`config.mk`:
```
export PLATFORM = sky130hd
export DESIGN_NAME = ram_b_read_arbiter_flat
export DESIGN_NICKNAME = d
export VERILOG_FILES = /design/src/rtl/ram_b_read_arbiter_if.sv /design/src/rtl/ram_b_read_arbiter.sv /design/src/flat_wrapper.sv
export SDC_FILE = /design/constraint.sdc
export NUM_CORES = 1
export LEC_CHECK = 0
export CAP_MARGIN = 20
export CORE_MARGIN = 1.5
export CORE_UTILIZATION = 35
export DETAILED_ROUTE_END_ITERATION = 8
export PLACE_DENSITY = 0.81
export SETUP_SLACK_MARGIN = 0.15
export SYNTH_ARGS = -nofsm -noshare
export SYNTH_HDL_FRONTEND = slang
export SYNTH_SLANG_ARGS = --single-unit
```
`constraint.sdc`:
```
create_clock -name CLK -period 1.6 [get_ports CLK]
set_clock_uncertainty 0.05 [all_clocks]
set_input_delay 0.16 -clock CLK [delete_from_list [all_inputs] [get_ports CLK]]
set_output_delay 0.16 -clock CLK [all_outputs]
set_load 0.02 [all_outputs]
```
`src/rtl/ram_b_read_arbiter_if.sv`:
```
// RAM port B read-arbiter bus bundle.
//
// Groups both requester handshakes, the shared return data, the RAM port B
// address/data pair and the busy flag.
//   master : requester and RAM side (drives req/addr and ram_q_b)
//   slave  : arbiter side (drives grants, rvalids, rdata, ram_addr_b, busy)
interface ram_b_read_arbiter_if #(
    parameter int unsigned ADDR_W = 18,
    parameter int unsigned DATA_W = 24
);
    logic              req0;
    logic [ADDR_W-1:0] addr0;
    logic              gnt0;
    logic              rvalid0;
    logic              req1;
    logic [ADDR_W-1:0] addr1;
    logic              gnt1;
    logic              rvalid1;
    logic [DATA_W-1:0] rdata;
    logic [ADDR_W-1:0] ram_addr_b;
    logic [DATA_W-1:0] ram_q_b;
    logic              busy;

    modport master (
        output req0, addr0, req1, addr1, ram_q_b,
        input  gnt0, rvalid0, gnt1, rvalid1, rdata, ram_addr_b, busy
    );

    modport slave (
        input  req0, addr0, req1, addr1, ram_q_b,
        output gnt0, rvalid0, gnt1, rvalid1, rdata, ram_addr_b, busy
    );
endinterface

```
`src/rtl/ram_b_read_arbiter.sv`:
```
// Arbiter sharing the read-only port B of the data RAM between two requesters.
//
// Requester 0 (display fetch) has priority; requester 1 (debug/host) wins once
// after STARVE_LIMIT consecutive denied cycles. One grant per cycle, the RAM
// address is driven combinationally, and a {valid, owner} tag pipeline of
// READ_LATENCY stages steers the returning data to its owner.
//
// Ports:
//   CLK  : clock, shared with RAM port B
//   RST  : asynchronous active-low reset
//   bus  : slave side of ram_b_read_arbiter_if (requests, grants, return
//          data, RAM port B address/data, busy)
module ram_b_read_arbiter #(
    parameter int unsigned ADDR_W       = 18,
    parameter int unsigned DATA_W       = 24,
    parameter int unsigned READ_LATENCY = 2,
    parameter int unsigned STARVE_LIMIT = 4
) (
    input logic                 CLK,
    input logic                 RST,
    ram_b_read_arbiter_if.slave bus
);

    localparam int unsigned CntW = $clog2(STARVE_LIMIT + 1);

    logic [CntW-1:0]         starve_cnt;
    logic                    starve;
    logic                    gnt0;
    logic                    gnt1;
    logic                    gnt_any;
    logic [ADDR_W-1:0]       addr_mux;
    logic [ADDR_W-1:0]       held_addr;
    logic [READ_LATENCY-1:0] tag_valid;
    logic [READ_LATENCY-1:0] tag_owner;

    // Grants are qualified by RST so they drop the instant reset asserts,
    // without waiting for a clock edge.
    always_comb begin
        starve   = (starve_cnt >= CntW'(STARVE_LIMIT));
        gnt1     = RST & bus.req1 & (~bus.req0 | starve);
        gnt0     = RST & bus.req0 & ~gnt1;
        gnt_any  = gnt0 | gnt1;
        addr_mux = held_addr;
        if (gnt0) begin
            addr_mux = bus.addr0;
        end else if (gnt1) begin
            addr_mux = bus.addr1;
        end
    end

    always_ff @(posedge CLK or negedge RST) begin
        if (!RST) begin
            starve_cnt <= '0;
            held_addr  <= '0;
            tag_valid  <= '0;
            tag_owner  <= '0;
        end else begin
            if (gnt1 || !bus.req1) begin
                starve_cnt <= '0;
            end else if (!starve) begin
                starve_cnt <= starve_cnt + CntW'(1);
            end

            // Keep the RAM address stable when idle to avoid needless toggling.
            if (gnt_any) begin
                held_addr <= addr_mux;
            end

            tag_valid[0] <= gnt_any;
            tag_owner[0] <= gnt1;
            for (int i = 1; i < int'(READ_LATENCY); i++) begin
                tag_valid[i] <= tag_valid[i-1];
                tag_owner[i] <= tag_owner[i-1];
            end
        end
    end

    assign bus.gnt0       = gnt0;
    assign bus.gnt1       = gnt1;
    assign bus.ram_addr_b = addr_mux;
    assign bus.rvalid0    = tag_valid[READ_LATENCY-1] & ~tag_owner[READ_LATENCY-1];
    assign bus.rvalid1    = tag_valid[READ_LATENCY-1] & tag_owner[READ_LATENCY-1];
    assign bus.rdata      = (bus.rvalid0 | bus.rvalid1) ? bus.ram_q_b : '0;
    assign bus.busy       = |tag_valid;

endmodule

```
`src/flat_wrapper.sv`:
```
// flat-port wrapper written by rule: the top's interface ports become plain ports
module ram_b_read_arbiter_flat 
#(
    parameter int unsigned ADDR_W       = 18,
    parameter int unsigned DATA_W       = 24,
    parameter int unsigned READ_LATENCY = 2,
    parameter int unsigned STARVE_LIMIT = 4
)
  (CLK, RST, bus_req0, bus_addr0, bus_req1, bus_addr1, bus_ram_q_b, bus_gnt0, bus_rvalid0, bus_gnt1, bus_rvalid1, bus_rdata, bus_ram_addr_b, bus_busy);
  ram_b_read_arbiter_if #(.ADDR_W(ADDR_W), .DATA_W(DATA_W)) bus_i ();
  input logic CLK;
  input logic RST;
  input wire logic [$bits(bus_i.req0)-1:0] bus_req0;
  input wire logic [$bits(bus_i.addr0)-1:0] bus_addr0;
  input wire logic [$bits(bus_i.req1)-1:0] bus_req1;
  input wire logic [$bits(bus_i.addr1)-1:0] bus_addr1;
  input wire logic [$bits(bus_i.ram_q_b)-1:0] bus_ram_q_b;
  output wire logic [$bits(bus_i.gnt0)-1:0] bus_gnt0;
  output wire logic [$bits(bus_i.rvalid0)-1:0] bus_rvalid0;
  output wire logic [$bits(bus_i.gnt1)-1:0] bus_gnt1;
  output wire logic [$bits(bus_i.rvalid1)-1:0] bus_rvalid1;
  output wire logic [$bits(bus_i.rdata)-1:0] bus_rdata;
  output wire logic [$bits(bus_i.ram_addr_b)-1:0] bus_ram_addr_b;
  output wire logic [$bits(bus_i.busy)-1:0] bus_busy;
  assign bus_i.req0 = bus_req0;
  assign bus_i.addr0 = bus_addr0;
  assign bus_i.req1 = bus_req1;
  assign bus_i.addr1 = bus_addr1;
  assign bus_i.ram_q_b = bus_ram_q_b;
  assign bus_gnt0 = bus_i.gnt0;
  assign bus_rvalid0 = bus_i.rvalid0;
  assign bus_gnt1 = bus_i.gnt1;
  assign bus_rvalid1 = bus_i.rvalid1;
  assign bus_rdata = bus_i.rdata;
  assign bus_ram_addr_b = bus_i.ram_addr_b;
  assign bus_busy = bus_i.busy;
  ram_b_read_arbiter #(.ADDR_W(ADDR_W), .DATA_W(DATA_W), .READ_LATENCY(READ_LATENCY), .STARVE_LIMIT(STARVE_LIMIT)) u_core (.CLK(CLK), .RST(RST), .bus(bus_i));
endmodule
```
==> flow_summary.ini <==
[layout]
antennaDiodeCount = 0
final_nets = 330
drive_gt1_frac = 0.392
area_delta_synth_final_pct = 82.4
final_cell_mix = clkdlybuf4s50_1, a221o_1, buf_2, and2_1, dfrtp_1
post-route-util = 0.659
final_common_cell = clkdlybuf4s50_1

[sta]
clock.fmax_ghz = 0.572
slew_headroom = 0.783
final.period_utilization = 1.09
rsz0062_at_grt = yes
worst_slack_ns = -0.149
final_hold_viol_count = 0
period_needed_ns = 1.75
slew_viol_final = 0
whs_ns = 0.0534
timing.setup.tns_ns = -2.37
worst_pin_slew_ns = 0.325
setup_viol = 18

[global_routing]
use_met3 = 0.0451
gr-max-usage-layer = met2
grt_pass1_wl_um = 7010
grt_pass1_vias = 1497
grt_overflow = 0
use_met2 = 0.290
antenna_found_initial = 0
grt.met1_usage = 0.226
grtUsageTotal = 0.174
grt_max_degree = 27

[setup_path]
path_class = register to output pin
required_ns = 1.39
start_kind = register
crit_slowest_cell = dfrtp_1
critPathMaxFanout = 17
cp_common_cell = buf_6
path_cells = buf_6 > a21oi_4 > buf_12 > a221o_1 > buf_6
slowest_delay_ns = 0.40
end_kind = output pin
crit_arrival_ns = 1.54

[floorplanning]
start_util = 0.361
row_count = 24
die_area_sq_mm = 0.00487
coreArea_sq_mm = 0.00432
die_h_um = 69.8
fp.dieW_um = 69.8
io_pins = 111

[synth]
syn_nets = 200
syn_area_sq_mm = 0.00156
ys_ff_latch = 25
ys_seq_area_frac = 0.401
ys.warnings.count = 0
avgSynthCellArea_sq_um = 11.7
syn_inst = 134
yosysUniqueCellTypes = 21

[route]
firstDrtPassIters = 4
wl_per_cell_um = 14.1
drc = 0
vias = 1597
route.final.wire_length_um = 4450
ant_nets = 0
viasPerCell = 5.07
drt_iter0_markers = 40

[min_path]
hp-class = input pin to asynchronous set/reset pin

[pwr]
leakage_nw = 1.33
ir_worst_vdd_mv = 0.424
power_density_mw_per_mm2 = 694

[placement]
globalplace.congestion = 0.744
port-buffer-count = 110
hpwl_um = 3110

[flow_run]
cap_viol_max_count = 0

[clocking]
clock-sinks = 25
cts_root_buf = clkbuf_8
clkTransAtPathRegs_ns = 0.08
clk_path_buf_depth = 2
ctsHtreeMaxLevel = 1
cts_tree = built
numCtsBuffers = 3
clk_latency_ns = 0.26

[outcome]
status = complete, but fails checks
violations = setup timing
repair_timing:
item                                    in CTS  in global routing
endpoints found under the hold margin        0                  0
hold buffers                                 0                  0
pin swaps                                    4                  5
buffers inserted                             4                  2
cloned                                       3                  1
resized for setup                          183                 38
endpoints found under the setup margin      57                 56
cells by family after synthesis:
logic type               after synthesis  share of synthesized area
XOR/XNOR                               1                    0.00561
adder cells (fa/ha/maj)                2                     0.0160
buffers and inverters                 15                     0.0753
AO/OA/AOI/OAI                         39                      0.262
flip-flops                            25                      0.401
multiplexers                           1                    0.00641
AND/OR/NAND/NOR                       51                      0.234
worst paths after layout:
kind                                      start              endpoint  slack [ns]  cells past startpoint
setup / recovery           u_core.starve_cnt[2]     bus_ram_addr_b[0]       -0.15                      5
hold reg to reg             u_core.tag_owner[0]   u_core.tag_owner[1]        0.30                      0
min in group CLK            u_core.tag_owner[0]   u_core.tag_owner[1]        0.30                      0
setup reg to reg           u_core.starve_cnt[2]  u_core.held_addr[10]        0.05                      6
max in group asynchronous                   RST  u_core.starve_cnt[0]        1.16                      2
hold / removal                              RST   u_core.held_addr[2]        0.05                      2
registers in the layout, indices dropped and copies added (netlist names):
| register | count |
|---|---|
| u_core.starve_cnt | 3 |
| u_core.held_addr | 18 |
| u_core.tag_valid | 2 |
| u_core.tag_owner | 2 |
through the flow:
stage          std cells  area [sq um]  setup WS (ns)  power (mW)
6_report             315          2850         -0.149        1.98
5_1_grt              315          2850         -0.195        2.09
4_1_cts              312          2920         -0.143        1.97
3_5_place_dp         301          2800         -0.735        1.62
3_3_place_gp         301          2800         -0.730        1.61
2_1_floorplan        134          1560          0.152        1.17
report_power, final:
part           internal [mW]  switching (mW)
Sequential             0.705          0.0239
Combinational          0.499           0.378
Clock                  0.174           0.197
worst max-delay path: cells and delay by family, from the launching register on:
kind            cells  cell delay, ns
compound gates      2            0.44
buf+inv             3            0.43
flops               1            0.40
metal layers:
metal  vias to the layer above  wire [um]
met4                         0         59
met5                         -          0
li1                        767          -
met1                       750       1890
met3                         7        394
met2                        73       2100
Yosys cell counts (all sizes together):
library cell / instances / area share
nor3b: 3 / 0.024
nand2: 2 / 0.0064
and2: 43 / 0.19
a21oi: 2 / 0.021
nor2: 1 / 0.0024
clkbuf: 2 / 0.0048
or2: 1 / 0.0040
clkinv: 1 / 0.0024
xor2: 1 / 0.0056
dfrtp: 25 / 0.40
o21ai: 1 / 0.010
a221o: 36 / 0.23
inv: 3 / 0.0072
nor2b: 1 / 0.0040
mux2i: 1 / 0.0064
ha: 2 / 0.016
buf: 9 / 0.061
layout make-up:
class,instances,area [sq um]
Clock inverter,1,5.00
Timing Repair Buffer,136,1280
Fill cell,361,1480
Tap cell,52,65.1
Sequential cell,25,626
Multi-Input combinational cell,94,818
Clock buffer,3,41.3
Inverter,4,16.3
No activity file was read; power rests on OpenSTA's default activity.
